### config.mk
export PLATFORM = sky130hd
export DESIGN_NAME = dma_copy_engine
export DESIGN_NICKNAME = d
export VERILOG_FILES = /design/src/rtl/dma_pkg.sv /design/src/rtl/dma_word_buf.sv /design/src/rtl/dma_copy_engine.sv
export SDC_FILE = /design/constraint.sdc
export NUM_CORES = 1
export LEC_CHECK = 0
export ABC_AREA = 1
export CORE_MARGIN = 3
export CORE_UTILIZATION = 58
export CTS_CLUSTER_SIZE = 30
export DETAILED_ROUTE_END_ITERATION = 8
export DONT_BUFFER_PORTS = 1
export PLACE_DENSITY = 0.7
export RECOVER_POWER = 50
export SLEW_MARGIN = 20
export SYNTH_ARGS = -nofsm -noshare
export SYNTH_HDL_FRONTEND = slang
export SYNTH_SLANG_ARGS = --single-unit
### constraint.sdc
create_clock -name clk_i -period 11.5 [get_ports clk_i]
set_input_delay 2.3 -clock clk_i [delete_from_list [all_inputs] [get_ports clk_i]]
set_output_delay 2.3 -clock clk_i [all_outputs]
set_load 0.01 [all_outputs]
### src/rtl/dma_pkg.sv
// Shared types and constants for the DMA copy engine: FSM state encoding,
// controller status-word bit positions and the memory beat stride.
package dma_pkg;

    typedef enum logic [2:0] {
        IDLE,
        RD_REQ,
        RD_WAIT,
        LOADED,
        WR_REQ,
        COMPLETE,
        ERR
    } copy_state_e;

    localparam int unsigned VALID_LOAD_BIT  = 1;
    localparam int unsigned VALID_STORE_BIT = 2;
    localparam int unsigned VALID_DONE_BIT  = 3;
    localparam int unsigned DONE_BIT        = 0;

    localparam int unsigned BEAT_STRIDE = 4;

endpackage

### src/rtl/dma_word_buf.sv
// Word buffer staging one copy job: synchronous write port, combinational
// read port, both addressed by the engine's beat counter.
module dma_word_buf #(
    parameter int unsigned WORD_WIDTH = 32,
    parameter int unsigned BUF_DEPTH  = 16,
    parameter int unsigned IDX_W      = 4
) (
    input  logic                  clk_i,
    input  logic                  we_i,
    input  logic [IDX_W-1:0]      idx_i,
    input  logic [WORD_WIDTH-1:0] wdata_i,
    output logic [WORD_WIDTH-1:0] rdata_o
);

    logic [WORD_WIDTH-1:0] mem_q [BUF_DEPTH];

    always_ff @(posedge clk_i) begin
        if (we_i) begin
            mem_q[idx_i] <= wdata_i;
        end
    end

    assign rdata_o = mem_q[idx_i];

endmodule

### src/rtl/dma_copy_engine.sv
// Executes the copy authorised by the DMA PMP-check controller: reads the
// source into a local buffer on LOAD, writes it out on STORE, reports done.
module dma_copy_engine import dma_pkg::*; #(
    parameter int unsigned DATA_WIDTH = 32,
    parameter int unsigned WORD_WIDTH = 32,
    parameter int unsigned BUF_DEPTH  = 16
) (
    input  logic                  clk_i,
    input  logic                  rst_ni,
    input  logic [DATA_WIDTH-1:0] valid_i,
    input  logic [DATA_WIDTH-1:0] length_i,
    input  logic [63:0]           src_addr_i,
    input  logic [63:0]           dst_addr_i,
    output logic                  mem_req_o,
    output logic                  mem_we_o,
    output logic [63:0]           mem_addr_o,
    output logic [WORD_WIDTH-1:0] mem_wdata_o,
    input  logic                  mem_gnt_i,
    input  logic                  mem_rvalid_i,
    input  logic [WORD_WIDTH-1:0] mem_rdata_i,
    output logic [DATA_WIDTH-1:0] done_o,
    output logic                  busy_o,
    output logic                  err_o
);

    localparam int unsigned IdxW = (BUF_DEPTH > 1) ? $clog2(BUF_DEPTH) : 1;
    localparam int unsigned CntW = DATA_WIDTH + 1;

    copy_state_e state_q, state_d;
    logic [1:0]      valid_q;  // {store, load} bits of the previous status word
    logic [IdxW-1:0] k_q, k_d;
    logic            pend_q, pend_d;
    logic            abort_q, abort_d;
    logic            err_q, err_d;
    logic            req_q;
    logic [CntW-1:0] n_q, n_d;
    logic [63:0]     src_q, src_d, dst_q, dst_d;

    logic            load_edge, store_edge, valid_zero, last_beat, buf_we;
    logic [CntW-1:0] n_new;
    logic [63:0]     beat_off;
    logic [WORD_WIDTH-1:0] buf_rdata;

    assign load_edge  = valid_i[VALID_LOAD_BIT]  & ~valid_q[0];
    assign store_edge = valid_i[VALID_STORE_BIT] & ~valid_q[1];
    assign valid_zero = (valid_i == '0);
    // One extra bit keeps length 0xFFFF_FFFF from wrapping N to zero.
    assign n_new      = CntW'(length_i) + CntW'(1);
    assign last_beat  = (CntW'(k_q) == n_q - CntW'(1));
    assign beat_off   = 64'(k_q) * 64'(BEAT_STRIDE);

    always_comb begin
        state_d = state_q;
        k_d     = k_q;
        pend_d  = pend_q;
        abort_d = abort_q;
        err_d   = err_q;
        n_d     = n_q;
        src_d   = src_q;
        dst_d   = dst_q;
        buf_we  = 1'b0;
        unique case (state_q)
            IDLE: begin
                pend_d  = 1'b0;
                abort_d = 1'b0;
                err_d   = 1'b0;
                if (load_edge) begin
                    n_d    = n_new;
                    src_d  = src_addr_i;
                    dst_d  = dst_addr_i;
                    k_d    = '0;
                    pend_d = store_edge;
                    if (n_new > CntW'(BUF_DEPTH)) begin
                        state_d = ERR;
                        err_d   = 1'b1;
                    end else begin
                        state_d = RD_REQ;
                    end
                end else if (store_edge) begin
                    state_d = ERR;
                    err_d   = 1'b1;
                end else if (valid_i[VALID_DONE_BIT]) begin
                    state_d = COMPLETE;
                end
            end
            RD_REQ: begin
                if (store_edge) pend_d = 1'b1;
                if (valid_zero) abort_d = 1'b1;
                if (mem_gnt_i)  state_d = RD_WAIT;
            end
            RD_WAIT: begin
                if (store_edge) pend_d = 1'b1;
                if (valid_zero) abort_d = 1'b1;
                if (mem_rvalid_i) begin
                    buf_we = 1'b1;
                    if (abort_d) begin
                        state_d = IDLE;
                    end else if (last_beat) begin
                        state_d = LOADED;
                    end else begin
                        k_d     = k_q + IdxW'(1);
                        state_d = RD_REQ;
                    end
                end
            end
            LOADED: begin
                if (store_edge || pend_q) begin
                    k_d     = '0;
                    pend_d  = 1'b0;
                    state_d = WR_REQ;
                end else if (valid_i[VALID_DONE_BIT]) begin
                    state_d = COMPLETE;
                end else if (valid_zero) begin
                    state_d = IDLE;
                end
            end
            WR_REQ: begin
                if (valid_zero) abort_d = 1'b1;
                if (mem_gnt_i) begin
                    if (abort_d) begin
                        state_d = IDLE;
                    end else if (last_beat) begin
                        state_d = COMPLETE;
                    end else begin
                        k_d = k_q + IdxW'(1);
                    end
                end
            end
            COMPLETE, ERR: begin
                if (valid_zero) begin
                    state_d = IDLE;
                    err_d   = 1'b0;
                end else if (state_q == ERR && valid_i[VALID_DONE_BIT]) begin
                    state_d = COMPLETE;
                end
            end
            default: state_d = IDLE;
        endcase
    end

    always_ff @(posedge clk_i or negedge rst_ni) begin
        if (!rst_ni) begin
            state_q <= IDLE;
            valid_q <= '0;
            k_q     <= '0;
            pend_q  <= 1'b0;
            abort_q <= 1'b0;
            err_q   <= 1'b0;
            req_q   <= 1'b0;
        end else begin
            state_q <= state_d;
            valid_q <= {valid_i[VALID_STORE_BIT], valid_i[VALID_LOAD_BIT]};
            k_q     <= k_d;
            pend_q  <= pend_d;
            abort_q <= abort_d;
            err_q   <= err_d;
            req_q   <= (state_d == RD_REQ) || (state_d == WR_REQ);
        end
    end

    // Job descriptor only matters outside IDLE, so it needs no reset.
    always_ff @(posedge clk_i) begin
        n_q   <= n_d;
        src_q <= src_d;
        dst_q <= dst_d;
    end

    dma_word_buf #(
        .WORD_WIDTH(WORD_WIDTH),
        .BUF_DEPTH (BUF_DEPTH),
        .IDX_W     (IdxW)
    ) u_wbuf (
        .clk_i  (clk_i),
        .we_i   (buf_we),
        .idx_i  (k_q),
        .wdata_i(mem_rdata_i),
        .rdata_o(buf_rdata)
    );

    assign mem_req_o   = req_q;
    assign mem_we_o    = (state_q == WR_REQ);
    assign mem_addr_o  = (state_q == RD_REQ) ? src_q + beat_off :
                         (state_q == WR_REQ) ? dst_q + beat_off : '0;
    assign mem_wdata_o = (state_q == WR_REQ) ? buf_rdata : '0;
    assign done_o      = DATA_WIDTH'((state_q == COMPLETE) || (state_q == ERR)) << DONE_BIT;
    assign busy_o      = (state_q == RD_REQ) || (state_q == RD_WAIT) || (state_q == WR_REQ);
    assign err_o       = err_q;

endmodule

==> results of run 1 <==
## cell families after synthesis
family,share of synthesized area
DFF,0.6343
other,0.0001158
xor gates and xnor gates,0.01565
AOI/OAI and AO/OA,0.1057
adders and majority gates,0.007034
buffers and inverters,0.05043
and+or+nand+nor,0.1868
## cell type report
type                       count  share of cell area
sequential                   686              0.5805
tap                          739             0.02613
timing repair buffer          32            0.007708
multi-input combinational   2106              0.2936
clock inverter                38             0.01093
antenna                       11           0.0007779
inverter                     256             0.02733
clock buffer                  92             0.05304
## power by group
part / total [mW] / leakage (nW) / switching [mW] / internal, mW
clock: 2.22 / 1.09 / 0.962 / 1.26
sequential: 2.95 / 6.23 / 0.101 / 2.85
combinational: 1.52 / 4.61 / 1.13 / 0.391
## metal layers
metal,global-route usage,part of all wire,wire [µm],up-vias
met1,0.4410,0.40,38290,11663
met2,0.5080,0.46,44660,1345
li1,-,-,-,11057
met4,0.1080,0.032,3081,2
met5,0,0.000093,9,-
met3,0.07460,0.11,10260,202
## per-stage QoR
stage / std cells / power [mW]
2_1_floorplan: 3195 / 4.026
3_3_place_gp: 3817 / 4.464
3_5_place_dp: 3817 / 4.486
4_1_cts: 3947 / 6.695
5_1_grt: 3958 / 6.967
6_report: 3960 / 6.695
## worst reg2reg max path, stage by stage (launching register included)
cell	delay (ps)
dfrtp_4	690
clkinv_2	460
buf_4	930
ha_1	310
nand2_1	240
nor2_4	620
buf_4	480
## layout by cell type, fill, tap and decap left out, types with 14 or more instances in the layout
master,count
xor2_1,38
clkbuf_16,72
edfxtp_1,673
clkinv_1,17
nor2_1,537
o21ai_0,334
o21ai_1,14
a21oi_1,33
clkbuf_1,21
nand3_1,101
conb_1,31
o22ai_1,137
nor3_1,74
ha_1,15
nor2_2,14
a41oi_1,32
nor2_4,28
nand2_1,537
nor4_1,29
nand4_1,38
buf_4,28
xnor2_1,19
inv_1,249
## Yosys cell counts, drive strengths merged
cell	number	area (µm²)
o22ai	137	857.1
o21bai	4	33.78
nor4	29	181.4
o2bb2ai	3	26.28
a31o	1	8.760
nand2	548	2117
nand3b	8	60.06
a2111oi	1	8.760
nor3	76	401.6
conb	1	3.750
a22o	4	35.03
a21oi	33	165.2
or2	8	50.05
and2	4	25.02
edfxtp	673	20210
nand3	104	540.5
clkinv	2	7.510
fa	2	40.04
o21ai	349	1750
nor3b	6	50.05
buf	39	266.5
o211ai	4	30.03
ha	15	187.7
nand4	40	280.3
a21o	1	7.510
dfrtp	13	325.3
inv	254	953.4
clkbuf	108	405.4
nor2	580	2336
a32o	7	70.07
xnor2	19	166.4
o32ai	5	43.79
a31oi	13	81.33
xor2	38	340.3
and3	1	6.260
o31ai	3	22.52
a41oi	32	280.3
## final timing paths
path | startpoint | to | slack [ps] | cells after the start
setup / recovery | k_q[1] | mem_addr_o[54] | 4700 | 14
hold / removal | abort_q | abort_q | 550 | 2
setup reg to reg | k_q[1] | u_wbuf.mem_q[1][22] | 7400 | 6
hold reg to reg | abort_q | abort_q | 550 | 2
max in group asynchronous | rst_ni | k_q[1] | 10040 | 0
min in group asynchronous | rst_ni | state_q[2] | 1370 | 0
## registers in the layout, indices dropped and copies added (netlist names)
| signal | count |
|---|---|
| dst_q | 64 |
| k_q | 4 |
| state_q | 3 |
| mem_req_o | 1 |
| err_o | 1 |
| valid_q | 2 |
| u_wbuf.mem_q | 512 |
| src_q | 64 |
| n_q | 33 |
| abort_q | 1 |
| pend_q | 1 |
==> impl_metrics.yaml, run 1 <==
status:
  status: "finished, violations left"
  failed_checks: "capacitance limit, slew limit"
synthesis:
  synth_seq_cells: 686
  yosys_warnings: 0
  syn_area_mm2: 0.03237
  synth_cell_types: 55
  ys_seq_area_frac: 0.6343
  synthCells: 3165
  syn_area_per_cell_um2: 10.23
worst_setup_path:
  crit_family: "simple AND/OR/NAND/NOR gates"
  crit_path_max_fanout: 47
  critical_path.cell_chain: "clkinv_2 > fa_1 > inv_1 > nand3_1 > nand2_1 > nand2_1 > nor2_1 > nand2_1 > nor3_1 > and3_1 > nand3_1 > a21oi_1 > o21ai_0 > o21ai_1"
  slowest_stage: "dfrtp_4"
  cp.required_ps: 9200
  crit_type: "register to primary output"
  start_kind: "register"
  worst_path_most_repeated_cell: "nand2_1"
  arrival_ps: 4500
  cp_num_buf_inv: 2
  critical-path-max-stage-delay_ps: 750
  endpoint_kind: "primary output"
clocking:
  h-tree-depth: 3
  clock_path_buffers: 3
  cts_buffers: 71
  root_buffer: "clkbuf_16"
  post_cts_resized: 0
  postCtsSetupBuffers: 0
  clk_latency_ps: 620
  clk_pin_slew_ps: 60
  cts.sinks: 686
  cts_hold_buf: 0
  cts_tree: "yes"
placed_design:
  preCtsSetupSlack_ps: 5319
  dp_hpwl_um: 61410
  placed_cell_area_mm2: 0.03315
  numPortBuffers: 0
  gp_congestion: 0.9642
timing:
  setup_viol: 0
  hold_viol: 0
  final.setup.tns_ps: 0
  min_period_ps: 6802
  fin_crit_sh: 0.5915
  hold_slack_ps: 553.3
  slew_headroom: -0.06230
  maxSlewViolCount: 31
  worst_pin_slew_ps: 1593
  fin_skew_ps: 35.22
  layout_setup_ws_ps: 4698
  fmax_mhz: 147.0
  rsz0062_at_grt: "no"
route:
  vias_per_cell: 6.129
  drt_iter0_markers: 2797
  post_drt_wl_per_cell_um: 24.32
  wl_um: 96290
  antenna_left: 0
  drc_errors: 0
  firstDrtPassIters: 6
  num_vias: 24269
pwr:
  peakVddDrop_uv: 162.5
  p_leak_nw: 11.93
  power_density_mw_per_mm2: 189.2
die:
  io_pins: 360
  initial_utilization: 0.5934
  die_area_mm2: 0.05869
  die_w_um: 242.3
  die_y_um: 242.3
  row_count: 85
  core_mm2: 0.05456
global_route:
  grt_util_all_layers: 0.3206
  grt_antenna_before_repair: 13
  grt_max_degree: 146
  grt_pass1_vias: 22773
  grt.overflow.total: 0
  grt_pass1_wl_um: 141800
finish:
  fillers: 4230
  drive_above_1_share: 0.06386
  utilization: 0.6486
  syn2layout_area_growth_pct: 9.299
  multiInputGateArea_mm2: 0.01039
  final-seq-area_mm2: 0.02054
  nets: 3398
  final_area_mm2: 0.03539
hold_path:
  hold_path_class: "register to register"
run:
  max_cap_viol_count: 1
Note: power is estimated with default switching activity, not from simulation.
==> run 2, diff against run 1 <==
--- a/config.mk
+++ b/config.mk
@@ -11,7 +11,7 @@
 export CTS_CLUSTER_SIZE = 30
 export DETAILED_ROUTE_END_ITERATION = 8
 export DONT_BUFFER_PORTS = 1
-export PLACE_DENSITY = 0.7
+export PLACE_DENSITY = 0.72
 export RECOVER_POWER = 50
 export SLEW_MARGIN = 20
 export SYNTH_ARGS = -nofsm -noshare
==> constraint.sdc (replaced) <==
create_clock -name clk_i -period 6.2 [get_ports clk_i]
set_input_delay 1.24 -clock clk_i [delete_from_list [all_inputs] [get_ports clk_i]]
set_output_delay 1.24 -clock clk_i [all_outputs]
set_load 0.01 [all_outputs]
==> impl_metrics.yaml, run 2 (same netlist as run 1, synthesis figures left out) <==
die:
  die_y_um: 242.3
  die_area_mm2: 0.05869
  core_mm2: 0.05456
  row_count: 85
  initial_utilization: 0.5934
  io_pins: 360
  die_w_um: 242.3
finish:
  utilization: 0.6480
  final-seq-area_mm2: 0.02054
  top_register: "u_wbuf.mem_q"
  syn2layout_area_growth_pct: 9.202
  fillers: 4225
  multiInputGateArea_mm2: 0.01040
  nets: 3398
  layout_commonest_cell: "edfxtp_1"
  top_regs: "u_wbuf.mem_q: 512 flops, dst_q: 64 flops, src_q: 64 flops"
  drive_above_1_share: 0.06449
  final_cell_mix: "edfxtp_1 (673), nor2_1 (537), nand2_1 (536)"
  largest_reg_flops: 512
pwr:
  peakVddDrop_uv: 271.2
  power_density_mw_per_mm2: 349.4
  p_leak_nw: 11.91
worst_setup_path:
  endpoint_kind: "primary output"
  critical-path-max-stage-delay_ps: 840
  start_kind: "register"
  crit_family: "simple AND/OR/NAND/NOR gates"
  worst_path_most_repeated_cell: "nand2_1"
  rrSetupSlack_ps: 2220
  slowest_stage: "dfrtp_4"
  crit_type: "register to primary output"
  arrival_ps: 4110
  critical_path.cell_chain: "clkinv_2 > fa_1 > inv_1 > nand3_1 > nand2_1 > nand2_1 > nor2_1 > nand2_1 > nor3_1 > and3_1 > nand3_1 > a21oi_1 > o21ai_0 > o21ai_1"
  cp.required_ps: 4960
  cp_num_buf_inv: 2
  crit_path_max_fanout: 55
route:
  drc_errors: 0
  firstDrtPassIters: 6
  antenna_left: 0
  wl_um: 94340
  post_drt_wl_per_cell_um: 23.83
  num_vias: 24308
  drt_iter0_markers: 2818
  vias_per_cell: 6.140
timing:
  maxSlewViolCount: 193
  final.setup.tns_ps: 0
  setup_viol: 0
  hold_viol: 0
  fin_skew_ps: 24.27
  slew_headroom: -1.044
  worst_pin_slew_ps: 3066
  min_period_ps: 5350
  rsz0062_at_grt: "no"
  fmax_mhz: 186.9
  fin_crit_sh: 0.8628
global_route:
  grt_max_degree: 226
  grt_pass1_wl_um: 139500
  grt.overflow.total: 0
  grt_pass1_vias: 22723
  grt_antenna_before_repair: 11
  grt_util_all_layers: 0.3140
clocking:
  post_cts_resized: 0
  cts_hold_buf: 0
  h-tree-depth: 3
  cts.sinks: 686
  cts_buffers: 70
  postCtsSetupBuffers: 0
  clk_pin_slew_ps: 60
  clock_path_buffers: 3
  clk_latency_ps: 620
  cts_tree: "yes"
  root_buffer: "clkbuf_16"
run:
  max_cap_viol_count: 3
placed_design:
  numPortBuffers: 0
  gp_congestion: 0.9747
  dp_hpwl_um: 61330
status:
  status: "finished, violations left"
  failed_checks: "capacitance limit, slew limit"
hold_path:
  hold_path_class: "input port to async pin"
==> run 2: cell count changes in the layout (fill, tap and decap cells not counted), moves of 2 or more <==
cell        previous run  this run
clkinv_2               7        10
clkinv_4               2         0
clkinvlp_4             2         4
clkbuf_16             72        70
==> run 2: per-stage QoR <==
stage	cell area [µm²]	worst slack (ps)	cells	power [mW]	hold slack [ps]
2_1_floorplan	32490	8.074	3195	7.455	498.9
3_3_place_gp	33200	1615	3820	8.262	523.0
3_5_place_dp	33200	1526	3820	8.322	524.2
4_1_cts	35440	847.1	3949	12.36	274.3
5_1_grt	35350	492.1	3956	12.89	276.2
6_report	35350	850.4	3959	12.35	310.4
==> run 2: per-layer routing <==
layer / track usage / routed length, µm / vias to the layer above
met5: 0 / 0 / -
li1: - / - / 11049
met4: 0.1167 / 3224 / 0
met2: 0.4986 / 44170 / 1371
met3: 0.07239 / 9869 / 226
met1: 0.4265 / 37070 / 11662
==> run 2: path summary, 6_finish.rpt <==
kind                                 start        endpoint  cells past startpoint
worst min-delay path                rst_ni      state_q[0]                      0
min in group clk_i                 abort_q         abort_q                      2
worst min register to register     abort_q         abort_q                      2
max in group asynchronous           rst_ni          k_q[1]                      0
worst max register to register  valid_q[0]       dst_q[50]                      4
worst max-delay path                k_q[1]  mem_addr_o[54]                     14
==> run 2: where the power goes <==
group / internal, mW / total, mW / switching [mW]
Clock: 2.30 / 4.06 / 1.76
Sequential: 5.30 / 5.49 / 0.193
Combinational: 0.720 / 2.80 / 2.08
Total: 8.31 / 12.4 / 4.04
==> run 2: area by class of cell <==
cell class,instances,share of cell area
timing repair buffer,33,0.007432
inverter,256,0.02736
clock inverter,40,0.01143
tap,739,0.02615
clock buffer,89,0.05185
sequential,686,0.5810
multi-input combinational,2106,0.2940
antenna,10,0.0007078
